### src/rtl/fight_round_controller.sv
// Referee/sequencer for the two-player fight datapath: collects one action per player per turn,
// strobes them to the player blocks, scores KO / turn-limit outcomes and runs a best-of-N match.
module fight_round_controller #(
   parameter int MAX_TURNS   = 16,
   parameter int WINS_NEEDED = 2,
   parameter int MAX_ROUNDS  = 5,
   parameter int ACT_TIMEOUT = 255,
   parameter int SETTLE_CYC  = 1
) (
   input  logic       clk,
   input  logic       rst,
   input  logic       start,
   input  logic [2:0] act1,
   input  logic [2:0] act2,
   input  logic       act1_valid,
   input  logic       act2_valid,
   output logic       act1_ready,
   output logic       act2_ready,
   input  logic [1:0] health1,
   input  logic [1:0] health2,
   output logic       round_rst,
   output logic       step,
   output logic [2:0] step_act1,
   output logic [2:0] step_act2,
   output logic [7:0] turn,
   output logic [3:0] round_no,
   output logic [1:0] wins1,
   output logic [1:0] wins2,
   output logic       round_done,
   output logic [1:0] round_result,
   output logic       game_over,
   output logic [1:0] winner
);

   localparam int              TO_W        = $clog2(ACT_TIMEOUT + 1);
   localparam logic [TO_W-1:0] TO_LAST     = TO_W'(ACT_TIMEOUT - 1);
   localparam logic [2:0]      SETTLE_LAST = 3'(SETTLE_CYC - 1);
   localparam logic [7:0]      TURN_LIMIT  = 8'(MAX_TURNS);
   localparam logic [1:0]      WINS_GOAL   = 2'(WINS_NEEDED);
   localparam logic [3:0]      ROUND_LIMIT = 4'(MAX_ROUNDS);
   localparam logic [2:0]      ACT_AWAIT   = 3'b010;

   typedef enum logic [2:0] {
      S_IDLE, S_R_INIT, S_COLLECT, S_STEP, S_SETTLE, S_CHECK, S_R_END, S_GAME_OVER
   } state_t;

   state_t          state_r;
   logic [2:0]      cap1_r;
   logic [2:0]      cap2_r;
   logic [TO_W-1:0] to_cnt_r;
   logic [2:0]      settle_cnt_r;

   logic       hs1_s, hs2_s, pend1_s, pend2_s, timeout_s, collect_done_s;
   logic [2:0] nxt_act1_s, nxt_act2_s;
   logic [1:0] outcome_s;
   logic [1:0] final_s;

   // Handshake bookkeeping; a player still pending is one whose ready is up with no valid.
   always_comb begin
      hs1_s          = act1_ready & act1_valid;
      hs2_s          = act2_ready & act2_valid;
      pend1_s        = act1_ready & ~act1_valid;
      pend2_s        = act2_ready & ~act2_valid;
      timeout_s      = (to_cnt_r == TO_LAST);
      collect_done_s = ~pend1_s & ~pend2_s;
      nxt_act1_s     = hs1_s ? act1 : cap1_r;
      nxt_act2_s     = hs2_s ? act2 : cap2_r;
   end

   // Round outcome from current health; turn already holds the just-completed turn count.
   always_comb begin
      outcome_s = 2'b00;
      if (health1 == 2'b00 && health2 == 2'b00) begin
         outcome_s = 2'b11;
      end else if (health1 == 2'b00) begin
         outcome_s = 2'b10;
      end else if (health2 == 2'b00) begin
         outcome_s = 2'b01;
      end else if (turn == TURN_LIMIT) begin
         if (health1 > health2) begin
            outcome_s = 2'b01;
         end else if (health1 < health2) begin
            outcome_s = 2'b10;
         end else begin
            outcome_s = 2'b11;
         end
      end else begin
         outcome_s = 2'b00;
      end
   end

   // Match winner when the round limit is reached without anyone hitting the win goal.
   always_comb begin
      final_s = 2'b11;
      if (wins1 > wins2) begin
         final_s = 2'b01;
      end else if (wins1 < wins2) begin
         final_s = 2'b10;
      end else begin
         final_s = 2'b11;
      end
   end

   // Sequencer FSM with all outputs registered.
   always_ff @(posedge clk) begin
      if (rst) begin
         state_r      <= S_IDLE;
         cap1_r       <= ACT_AWAIT;
         cap2_r       <= ACT_AWAIT;
         to_cnt_r     <= '0;
         settle_cnt_r <= 3'd0;
         act1_ready   <= 1'b0;
         act2_ready   <= 1'b0;
         round_rst    <= 1'b0;
         step         <= 1'b0;
         step_act1    <= 3'd0;
         step_act2    <= 3'd0;
         turn         <= 8'd0;
         round_no     <= 4'd0;
         wins1        <= 2'd0;
         wins2        <= 2'd0;
         round_done   <= 1'b0;
         round_result <= 2'b00;
         game_over    <= 1'b0;
         winner       <= 2'b00;
      end else begin
         round_rst  <= 1'b0;
         step       <= 1'b0;
         round_done <= 1'b0;
         case (state_r)
            S_IDLE, S_GAME_OVER: begin
               if (start) begin
                  state_r   <= S_R_INIT;
                  round_rst <= 1'b1;
                  turn      <= 8'd0;
                  wins1     <= 2'd0;
                  wins2     <= 2'd0;
                  round_no  <= 4'd0;
                  winner    <= 2'b00;
                  game_over <= 1'b0;
               end
            end
            S_R_INIT: begin
               state_r    <= S_COLLECT;
               act1_ready <= 1'b1;
               act2_ready <= 1'b1;
               cap1_r     <= ACT_AWAIT;
               cap2_r     <= ACT_AWAIT;
               to_cnt_r   <= '0;
            end
            S_COLLECT: begin
               // Uncaptured players fall back to the await preloaded into cap on entry.
               if (collect_done_s || timeout_s) begin
                  state_r    <= S_STEP;
                  step       <= 1'b1;
                  step_act1  <= nxt_act1_s;
                  step_act2  <= nxt_act2_s;
                  cap1_r     <= nxt_act1_s;
                  cap2_r     <= nxt_act2_s;
                  act1_ready <= 1'b0;
                  act2_ready <= 1'b0;
               end else begin
                  if (hs1_s) begin
                     cap1_r     <= act1;
                     act1_ready <= 1'b0;
                  end
                  if (hs2_s) begin
                     cap2_r     <= act2;
                     act2_ready <= 1'b0;
                  end
                  to_cnt_r <= to_cnt_r + 1'b1;
               end
            end
            S_STEP: begin
               state_r      <= S_SETTLE;
               settle_cnt_r <= 3'd0;
            end
            S_SETTLE: begin
               if (settle_cnt_r == SETTLE_LAST) begin
                  state_r <= S_CHECK;
                  if (turn != 8'hFF) begin
                     turn <= turn + 8'd1;
                  end
               end else begin
                  settle_cnt_r <= settle_cnt_r + 3'd1;
               end
            end
            S_CHECK: begin
               if (outcome_s != 2'b00) begin
                  state_r      <= S_R_END;
                  round_done   <= 1'b1;
                  round_result <= outcome_s;
                  if (outcome_s == 2'b01 && wins1 != WINS_GOAL) begin
                     wins1 <= wins1 + 2'd1;
                  end
                  if (outcome_s == 2'b10 && wins2 != WINS_GOAL) begin
                     wins2 <= wins2 + 2'd1;
                  end
                  if (round_no != 4'hF) begin
                     round_no <= round_no + 4'd1;
                  end
               end else begin
                  state_r    <= S_COLLECT;
                  act1_ready <= 1'b1;
                  act2_ready <= 1'b1;
                  cap1_r     <= ACT_AWAIT;
                  cap2_r     <= ACT_AWAIT;
                  to_cnt_r   <= '0;
               end
            end
            S_R_END: begin
               if (wins1 == WINS_GOAL) begin
                  state_r   <= S_GAME_OVER;
                  game_over <= 1'b1;
                  winner    <= 2'b01;
               end else if (wins2 == WINS_GOAL) begin
                  state_r   <= S_GAME_OVER;
                  game_over <= 1'b1;
                  winner    <= 2'b10;
               end else if (round_no == ROUND_LIMIT) begin
                  state_r   <= S_GAME_OVER;
                  game_over <= 1'b1;
                  winner    <= final_s;
               end else begin
                  state_r   <= S_R_INIT;
                  round_rst <= 1'b1;
                  turn      <= 8'd0;
               end
            end
            default: begin
               state_r <= S_IDLE;
            end
         endcase
      end
   end

endmodule

### config.mk
export PLATFORM = sky130hd
export DESIGN_NAME = fight_round_controller
export DESIGN_NICKNAME = d
export VERILOG_FILES = /design/src/rtl/fight_round_controller.sv
export SDC_FILE = /design/constraint.sdc
export NUM_CORES = 1
export LEC_CHECK = 0
export BUFFER_PORTS_ARGS = -buffer_cell sky130_fd_sc_hd__buf_2
export CORE_MARGIN = 2
export CORE_UTILIZATION = 55
export DETAILED_ROUTE_END_ITERATION = 7
export PLACE_DENSITY = 0.75
export RECOVER_POWER = 50
export SLEW_MARGIN = 20
export SYNTH_ARGS = -nofsm -noshare
export SYNTH_HDL_FRONTEND = slang
export SYNTH_SLANG_ARGS = --single-unit
### constraint.sdc
create_clock -name clk -period 2.8 [get_ports clk]
set_input_delay 0.42 -clock clk [delete_from_list [all_inputs] [get_ports clk]]
set_output_delay 0.42 -clock clk [all_outputs]
set_load 0.01 [all_outputs]
==> out/metrics.cfg, run 1 <==
[run_status]
status=completed

[timing]
slew_headroom_pct=42.9
min_period_ps=2510
setup_viol=0
drv_slew=0
fin_skew_ps=5.14
hold_viol=0
fmax_ghz=0.398
postLayoutSetupSlackWorst_ps=290
tightest_slew_ps=856
rsz0062_at_grt=no
fin_crit_sh_pct=89.6
timing.setup.tns_ps=0

[placed_design]
routabilityCongestion=0.799
place_area_um2=3140
dpl.hpwl_mm=4.49
port_buffers=46
pre_cts_ws_ps=421

[setup_path]
path_buf_inv=1
rr_worst_depth=7
crit_family=compound AO/OA/AOI/OAI gates
cp.depth=7
path_max_fanout=18
r2r-end=turn[2]
rrSetupSlack_ps=290
cp-start-kind=register
worstSetupPathType=reg -> reg
crit_arrival_ps=2670
endpoint=turn[2]
endpoint_kind=register
slowest_delay_ps=630
cp.required_ps=2960
cp_slowest_cell=o31ai_1
r2r_start=wins2[0]
setup.worst_path.start=wins2[0]
worstPathCellList=inv_1 > ha_1 > nor2_1 > a211oi_1 > a41o_1 > o31ai_1 > a21oi_1

[global_route]
grt_overflow=0
antenna_found_initial=0
track_usage_pct=21.8
grt_pass1_vias=2283
grt_max_degree=34
grt_pass1_wl_mm=10.7

[cts]
clock_latency_ps=300
tritoncts=yes
cts_buffers=5
post_cts_resized=0
clockRootBuffer=clkbuf_8
h-tree-depth=2
clk_pin_slew_ps=90
clock_sinks=52
postCtsSetupBuffers=0
cts_max_path_buffers=2
hold_buffers=0

[final_layout]
post-route-util_pct=62.8
design_area_um2=3190
area_delta_synth_final_pct=10.8
register_area_um2=1040
antenna_cells=0
fin_nets=426
multiInputGateArea_um2=1660
drive_gt1_share_pct=9.05
fill_cells=463

[die]
io_pins=47
initial_utilization_pct=56.7
dieArea_um2=5830
fp.dieW_um=76.3
rows=26
core_area_um2=5070
die_h_um=76.3

[detailed_routing]
vias=2714
wirelength_mm=6.28
ant_nets=0
drc_errors=0
first_iter_violations=272
via_per_inst=5.80
first_pass_iters=5
wl_per_cell_um=13.4

[flow_run]
drv_cap=0

[power_and_ir_drop]
p_leak_uw=0.00114
power_density_nw_per_um2=638
vdd_drop_max_mv=0.358

[synthesis]
yosys_warnings=0
synth.area.top_cells=dfxtp_1, ha_1, a21oi_1
synth.avg_cell_area_um2=8.06
synth_commonest_cells=dfxtp_1, nor2_1, a21oi_1
yosysMostFrequentCell=dfxtp_1
syn_nets=386
syn_area_um2=2880
netlist_instances=357
yosysTopAreaCell=dfxtp_1
postSynth.asyncResetShare_pct=0
ys.flop_type=dfxtp_1
ys_seq_area_share_pct=36.2
synth-edff-count=0
synth.top_cell.area_share_pct=36.2
synth.distinct_cells=53
synth_seq_cells=52

[hold_path]
hold_depth=3
hold_path_class=in -> reg

area by class of cell:
type | count | share of cell area, %
clock inverters | 2 | 0.314
multi-input cells | 265 | 52.0
well taps | 70 | 2.75
inverters | 21 | 2.47
flip-flops and latches | 52 | 32.7
repair buffers | 52 | 7.26
clock buffers | 6 | 2.59
state kept, by name, indices dropped and copies added, names as in the netlist, 2 cells and up:
| signal | count |
|---|---|
| winner | 2 |
| cap1_r | 3 |
| to_cnt_r | 8 |
| wins2 | 2 |
| settle_cnt_r | 3 |
| cap2_r | 3 |
| state_r | 3 |
| step_act2 | 3 |
| turn | 8 |
| round_no | 4 |
| wins1 | 2 |
| step_act1 | 3 |
| round_result | 2 |
kinds of logic (layout without fill, tap and decap cells):
family          Yosys count  after routing  share of synthesized area, %
mux                       4              4                          1.39
compound gates          108            108                          25.1
simple gates            138            138                          24.8
xor+xnor                  1              1                         0.304
fa+ha+maj                14             14                          6.09
flops                    52             52                          36.2
buf+inv                  40             81                          6.13
metal layers:
layer / routed length [um] / up-vias / GRT usage [%]
met5: 0 / - / 0
met1: 3010 / 1267 / 30.0
met3: 233 / 2 / 3.32
li1: - / 1392 / -
met4: 21 / 0 / 6.36
met2: 3020 / 53 / 35.7
worst min-delay path by stage:
stage                    from   endpoint
floorplan           cap2_r[1]  cap2_r[1]
global placement    winner[0]  winner[0]
detailed placement  cap2_r[1]  cap2_r[1]
CTS                   act1[2]  cap1_r[2]
global route          act2[0]  cap2_r[0]
finish                act2[0]  cap2_r[0]
stage by stage:
stage               total power, uW  instances  hold slack [ps]
floorplan                      1460        357              435
global placement               1610        460              441
detailed placement             1620        460              449
CTS                            2060        468              363
global route                   2170        468              374
finish                         2030        468              373
worst reg2reg max path, stage by stage, from the launching register on:
cell	delay [ps]
dfxtp_1	370
inv_1	90
ha_1	250
nor2_1	280
a211oi_1	230
a41o_1	440
o31ai_1	630
a21oi_1	80
cells in the final DEF, fill, tap and decap left out, types with 4 or more instances in the layout:
master | netlist | final
o21ai_0 | 17 | 17
nand2b_1 | 7 | 7
buf_4 | 1 | 5
or4_1 | 10 | 10
a311oi_1 | 9 | 9
nor2b_1 | 6 | 6
inv_1 | 21 | 21
a21oi_1 | 34 | 35
nand3_1 | 17 | 17
dfxtp_1 | 52 | 52
o31ai_1 | 10 | 10
clkbuf_1 | 9 | 33
or3_1 | 7 | 7
buf_2 | 6 | 14
nor2_1 | 42 | 42
nand2_1 | 23 | 23
a211o_1 | 4 | 4
ha_1 | 14 | 14
mux2i_1 | 4 | 4
clkbuf_8 | 0 | 6
nor3_1 | 5 | 5
where the power goes:
| group | total (uW) | switching [uW] | internal, uW |
|---|---|---|---|
| registers | 915 | 102 | 813 |
| logic | 680 | 447 | 233 |
| clock network | 438 | 240 | 198 |
| total | 2030 | 789 | 1240 |
Power figures use the tool's default switching activity.
==> inputs of run 2 (changes only) <==
- PLACE_DENSITY: 0.75 -> 0.78
==> run 2 against run 1 <==
  * Count of clock-buffer cells in the layout down 1
  * Highest routed layer unchanged
  * Worst setup slack worse by 9.0 ps
  * First-iteration DRC count down 55%
  * Cell area down 0.27%
==> out/metrics.cfg, run 2 (same netlist as run 1, synthesis figures left out) <==
[detailed_routing]
first_iter_violations=123  ; -55%
ant_nets=0  ; unchanged
wirelength_mm=6.46  ; +2.8%
wl_per_cell_um=13.8  ; +2.8%
via_per_inst=5.85  ; +0.92%
drc_errors=0  ; unchanged
vias=2739  ; +0.92%
first_pass_iters=4  ; -1

[final_layout]
post-route-util_pct=62.6  ; -0.17 points
reg_top3=to_cnt_r (8), turn (8), round_no (4)
finalNonFillerCells=468  ; unchanged
fin_nets=426  ; unchanged
area_delta_synth_final_pct=10.5
antenna_cells=0  ; unchanged
layout_commonest_cell=dfxtp_1
final_cell_mix=dfxtp_1, nor2_1, a21oi_1, clkbuf_1, nand2_1
design_area_um2=3180  ; -0.27%
drive_gt1_share_pct=8.79  ; -0.25 points
fill_cells=501  ; +8.2%

[global_route]
track_usage_pct=22.8  ; +0.91 points
grt_pass1_wl_mm=11.1  ; +4.1%
grt_pass1_vias=2412  ; +5.7%
grt_max_degree=34  ; unchanged
use_met3_pct=3.79  ; +0.47 points
busiest_layer=met2
use_met1_pct=31.3  ; +1.2 points
gr-usage-met2_pct=37.0  ; +1.3 points
antenna_found_initial=0  ; unchanged
grt_overflow=0  ; unchanged

[timing]
fin_skew_ps=9.07  ; +3.94 ps
tightest_slew_ps=837  ; -19.2 ps
hold_viol=0  ; unchanged
slew_headroom_pct=44.2  ; +1.3 points
worst_hold_slack_ps=363  ; -10.5 ps
min_period_ps=2520  ; +8.95 ps
fin_crit_sh_pct=90.0  ; +0.32 points
fmax_ghz=0.397  ; -0.36%
drv_slew=0  ; unchanged
rsz0062_at_grt=no
setup_viol=0  ; unchanged
timing.setup.tns_ps=0  ; unchanged

[cts]
clockRootBuffer=clkbuf_8
post_cts_resized=0  ; unchanged
h-tree-depth=2  ; unchanged
cts_buffers=5  ; unchanged
clk_pin_slew_ps=100  ; about the same
clock_sinks=52  ; unchanged
clock_latency_ps=310  ; about the same
postCtsSetupBuffers=0  ; unchanged
cts_max_path_buffers=2  ; unchanged
hold_buffers=0  ; unchanged
tritoncts=yes

[setup_path]
worstSetupPathType=reg -> reg
path_max_fanout=14  ; -4
cp.depth=8  ; +1
cp_slowest_cell=or4_1
endpoint_kind=register
crit_arrival_ps=2760  ; +90 ps
slowest_delay_ps=550  ; -80 ps
crit_family=compound AO/OA/AOI/OAI gates
worstPathCellList=inv_1 > ha_1 > nor4bb_1 > buf_4 > a211oi_2 > o22ai_1 > or4_1 > a21oi_1
rr_worst_depth=8  ; +1
cp.required_ps=3040  ; +80 ps
cp-start-kind=register
path_buf_inv=2  ; +1

[hold_path]
hold_path_class=in -> reg
hold_depth=3  ; unchanged

[placed_design]
routabilityCongestion=1.01  ; +26%
place_area_um2=3140  ; unchanged
port_buffers=46  ; unchanged
dp_cells=460  ; unchanged
dpl.hpwl_mm=4.75  ; +5.9%

[power_and_ir_drop]
vdd_drop_max_mv=0.333  ; -7.0%
power_density_nw_per_um2=639  ; +0.28%
p_leak_uw=0.00113  ; -0.92%

[die]
core_area_um2=5070  ; unchanged
die_h_um=76.3  ; unchanged
fp.dieW_um=76.3  ; unchanged
dieArea_um2=5830  ; unchanged
initial_utilization_pct=56.7  ; unchanged
rows=26  ; unchanged
io_pins=47  ; unchanged

[flow_run]
drv_cap=0  ; unchanged

[run_status]
status=completed

==> run 2: area by class of cell <==
cell class                      instances  area, um2  share of cell area [%]
Tap cell                               70       87.6                    2.75
Clock inverter                          3       22.5                   0.708
Sequential cell                        52       1040                    32.7
Multi-Input combinational cell        265       1650                    52.0
Clock buffer                            5       68.8                    2.16
Timing Repair Buffer                   52        228                    7.16
Inverter                               21       78.8                    2.48
==> run 2: worst min-delay path, stage by stage <==
cell	delay, ps
buf_2	90
mux2i_1	60
nor2_1	70
==> run 2: where the power goes <==
group,total [uW],internal (uW),switching [uW]
clock,444,180,264
combinational,672,221,450
sequential,917,813,104
total,2030,1210,819
==> run 2: per-stage QoR <==
stage | setup WS, ps | total power, uW
final | 281 | 2030
after global routing | 120 | 2160
after CTS | 295 | 2070
after detailed placement | 313 | 1630
after global placement | 400 | 1610
after floorplan | 708 | 1460
==> run 2: final timing paths <==
check	from	endpoint	slack, ps
max	turn[0]	to_cnt_r[5]	280
min	act2[2]	cap2_r[2]	360
max reg2reg	turn[0]	to_cnt_r[5]	280
min reg2reg	winner[0]	winner[0]	460
==> run 2: layer usage <==
layer | vias up | wire [um]
li1 | 1400 | -
met1 | 1271 | 3110
met2 | 63 | 3030
met3 | 5 | 269
met4 | 0 | 54
met5 | - | 0
==> inputs of run 3 (changes only) <==
- CORE_UTILIZATION: 55 -> 25
- PLACE_DENSITY: 0.78 -> default
==> run 3 against run 2 <==
  * Cell count up 16%
  * First-iteration DRC count down 22%
  * Non-clock buffer count up 2
  * Worst setup slack better by 65 ps
  * Global-route usage down 11 points
  * Register-to-register slack better by 70 ps
  * Critical endpoint is now round_no[1]
==> out/metrics.cfg, run 3 (same netlist as run 1, synthesis figures left out) <==
[run_status]
status=completed

[detailed_routing]
first_iter_violations=96  ; -22%
ant_nets=0  ; unchanged
via_per_inst=5.07  ; -13%
wl_per_cell_um=13.5  ; -2.1%
first_pass_iters=4  ; unchanged
drc_errors=0  ; unchanged
wirelength_mm=7.34  ; +14%
vias=2754  ; +0.55%

[setup_path]
path_max_fanout=19  ; +5
crit_arrival_ps=2670  ; -90 ps
cp_slowest_cell=dfxtp_1
cp.required_ps=3020  ; -20 ps
rrSetupSlack_ps=350  ; +70 ps
cp-start-kind=register
worstSetupPathType=reg -> reg
r2r_start=state_r[0]
rr_worst_depth=5  ; -3
r2r-end=round_no[1]
worstPathCellList=nor2b_1 > nand2_1 > o31a_1 > or3_1 > a21oi_1
slowest_delay_ps=680  ; +130 ps
endpoint_kind=register

[global_route]
grt_pass1_vias=2618  ; +8.5%
antenna_found_initial=0  ; unchanged
grt_pass1_wl_mm=12.3  ; +10%
track_usage_pct=11.9  ; -11 points
grt_max_degree=34  ; unchanged
grt_overflow=0  ; unchanged

[timing]
timing.setup.tns_ps=0  ; unchanged
rsz0062_at_grt=no
postLayoutSetupSlackWorst_ps=346  ; +65.2 ps
setup_viol=0  ; unchanged
fmax_ghz=0.408  ; +2.7%
hold_viol=0  ; unchanged
tightest_slew_ps=824  ; -12.8 ps
min_period_ps=2450  ; -65.2 ps
fin_skew_ps=5.32  ; -3.75 ps
drv_slew=0  ; unchanged
slew_headroom_pct=45.0  ; +0.86 points
fin_crit_sh_pct=87.6  ; -2.3 points

[placed_design]
place_area_um2=3250  ; +3.4%
pre_cts_ws_ps=397  ; +84.5 ps
port_buffers=46  ; unchanged
routabilityCongestion=0.834  ; -17%
dpl.hpwl_mm=5.40  ; +14%

[flow_run]
drv_cap=0  ; unchanged

[cts]
hold_buffers=0  ; unchanged
clk_pin_slew_ps=70  ; -30 ps
postCtsSetupBuffers=0  ; unchanged
clock_latency_ps=290  ; -20 ps
clock_sinks=52  ; unchanged
h-tree-depth=2  ; unchanged
post_cts_resized=0  ; unchanged
cts_max_path_buffers=2  ; unchanged
clockRootBuffer=clkbuf_16
cts_buffers=5  ; unchanged
tritoncts=yes

[hold_path]
hold_path_class=in -> reg
hold_depth=3  ; unchanged
hp-start=act1[2]
min_to=cap1_r[2]

[power_and_ir_drop]
internal-power_uw=1400  ; +15%
sw_frac_of_total_pct=37.3  ; -3.0 points
power.switching_uw=829  ; +1.3%
vdd_drop_max_mv=0.241  ; -28%
power_density_nw_per_um2=665  ; +4.0%
sequentialPowerShare_pct=41.8  ; -3.3 points
clock_power_share_pct=28.3  ; +6.5 points
p_comb_share_pct=29.9  ; -3.1 points
p_leak_uw=0.00116  ; +3.1%

[final_layout]
design_area_um2=3340  ; +5.2%
antenna_cells=0  ; unchanged
final_cell_mix=dfxtp_1, nor2_1, a21oi_1
fin_nets=428  ; +0.47%
layout_commonest_cell=dfxtp_1
area_delta_synth_final_pct=16.2
reg_top3=to_cnt_r (8), turn (8), round_no (4)
drive_gt1_share_pct=9.00  ; +0.21 points

[die]
io_pins=47  ; unchanged
initial_utilization_pct=25.4  ; -31 points
rows=39  ; +50%
core_area_um2=11300  ; +120%
fp.dieW_um=111  ; +46%
die_h_um=111  ; +46%
dieArea_um2=12400  ; +110%

-- run 3: cell count changes in the layout (fill, tap and decap cells not counted) --
cell	delta
clkbuf_8	-4
clkbuf_16	+5
clkinv_4	-1
buf_4	+3
a21oi_1	+1
clkinv_2	-1
inv_6	-1
clkinvlp_4	+1
a21oi_2	-1
-- run 3: area by class of cell --
type,count,area [um2]
inverters,21,78.8
clock buffers,7,143
well taps,143,179
repair buffers,54,246
flip-flops and latches,52,1040
fillers,1227,7980
clock inverters,1,7.51
multi-input cells,265,1650
-- run 3: worst max-delay path: cells and delay by family, from the launching register on --
kind / cells / cell delay (ps)
AND/OR/NAND/NOR: 3 / 1170
flip-flops: 1 / 680
AO/OA/AOI/OAI: 2 / 530
-- run 3: how the worst max path moves through the flow --
stage | from | to | slack (ps) | depth (start not counted)
after global routing | state_r[0] | round_no[1] | 70 | 5
after detailed placement | wins2[0] | turn[6] | 400 | 7
final | state_r[0] | round_no[1] | 350 | 5
after CTS | wins2[0] | turn[2] | 390 | 7
after floorplan | turn[0] | to_cnt_r[6] | 710 | 9
after global placement | wins2[0] | turn[3] | 480 | 7
-- run 3: power by group through the flow --
| stage | Sequential [uW] | Combinational, uW | Clock (uW) |
|---|---|---|---|
| 2_1_floorplan | 898 | 558 | 0 |
| 3_3_place_gp | 940 | 673 | 0 |
| 3_5_place_dp | 947 | 687 | 0 |
| 4_1_cts | 930 | 692 | 655 |
| 5_1_grt | 948 | 758 | 678 |
| 6_report | 930 | 665 | 629 |
-- run 3: per-stage QoR --
step	util, %	instances	power [uW]	hold WS, ps
2_1_floorplan	-	357	1460	435
6_report	29.5	543	2220	384
4_1_cts	30.0	543	2280	378
5_1_grt	29.5	543	2380	395
3_3_place_gp	28.7	535	1610	444
3_5_place_dp	28.7	535	1630	443
-- run 3: routing by layer --
layer  routed length [um]  part of all wire [%]  vias up  global-route usage [%]
met5                    0                     0        -                       0
met4                  166                   2.3        0                    5.10
met3                  207                   2.8       15                    2.73
met2                 3680                    50       48                    20.9
met1                 3290                    45     1285                    14.0
li1                     -                     -     1406                       -
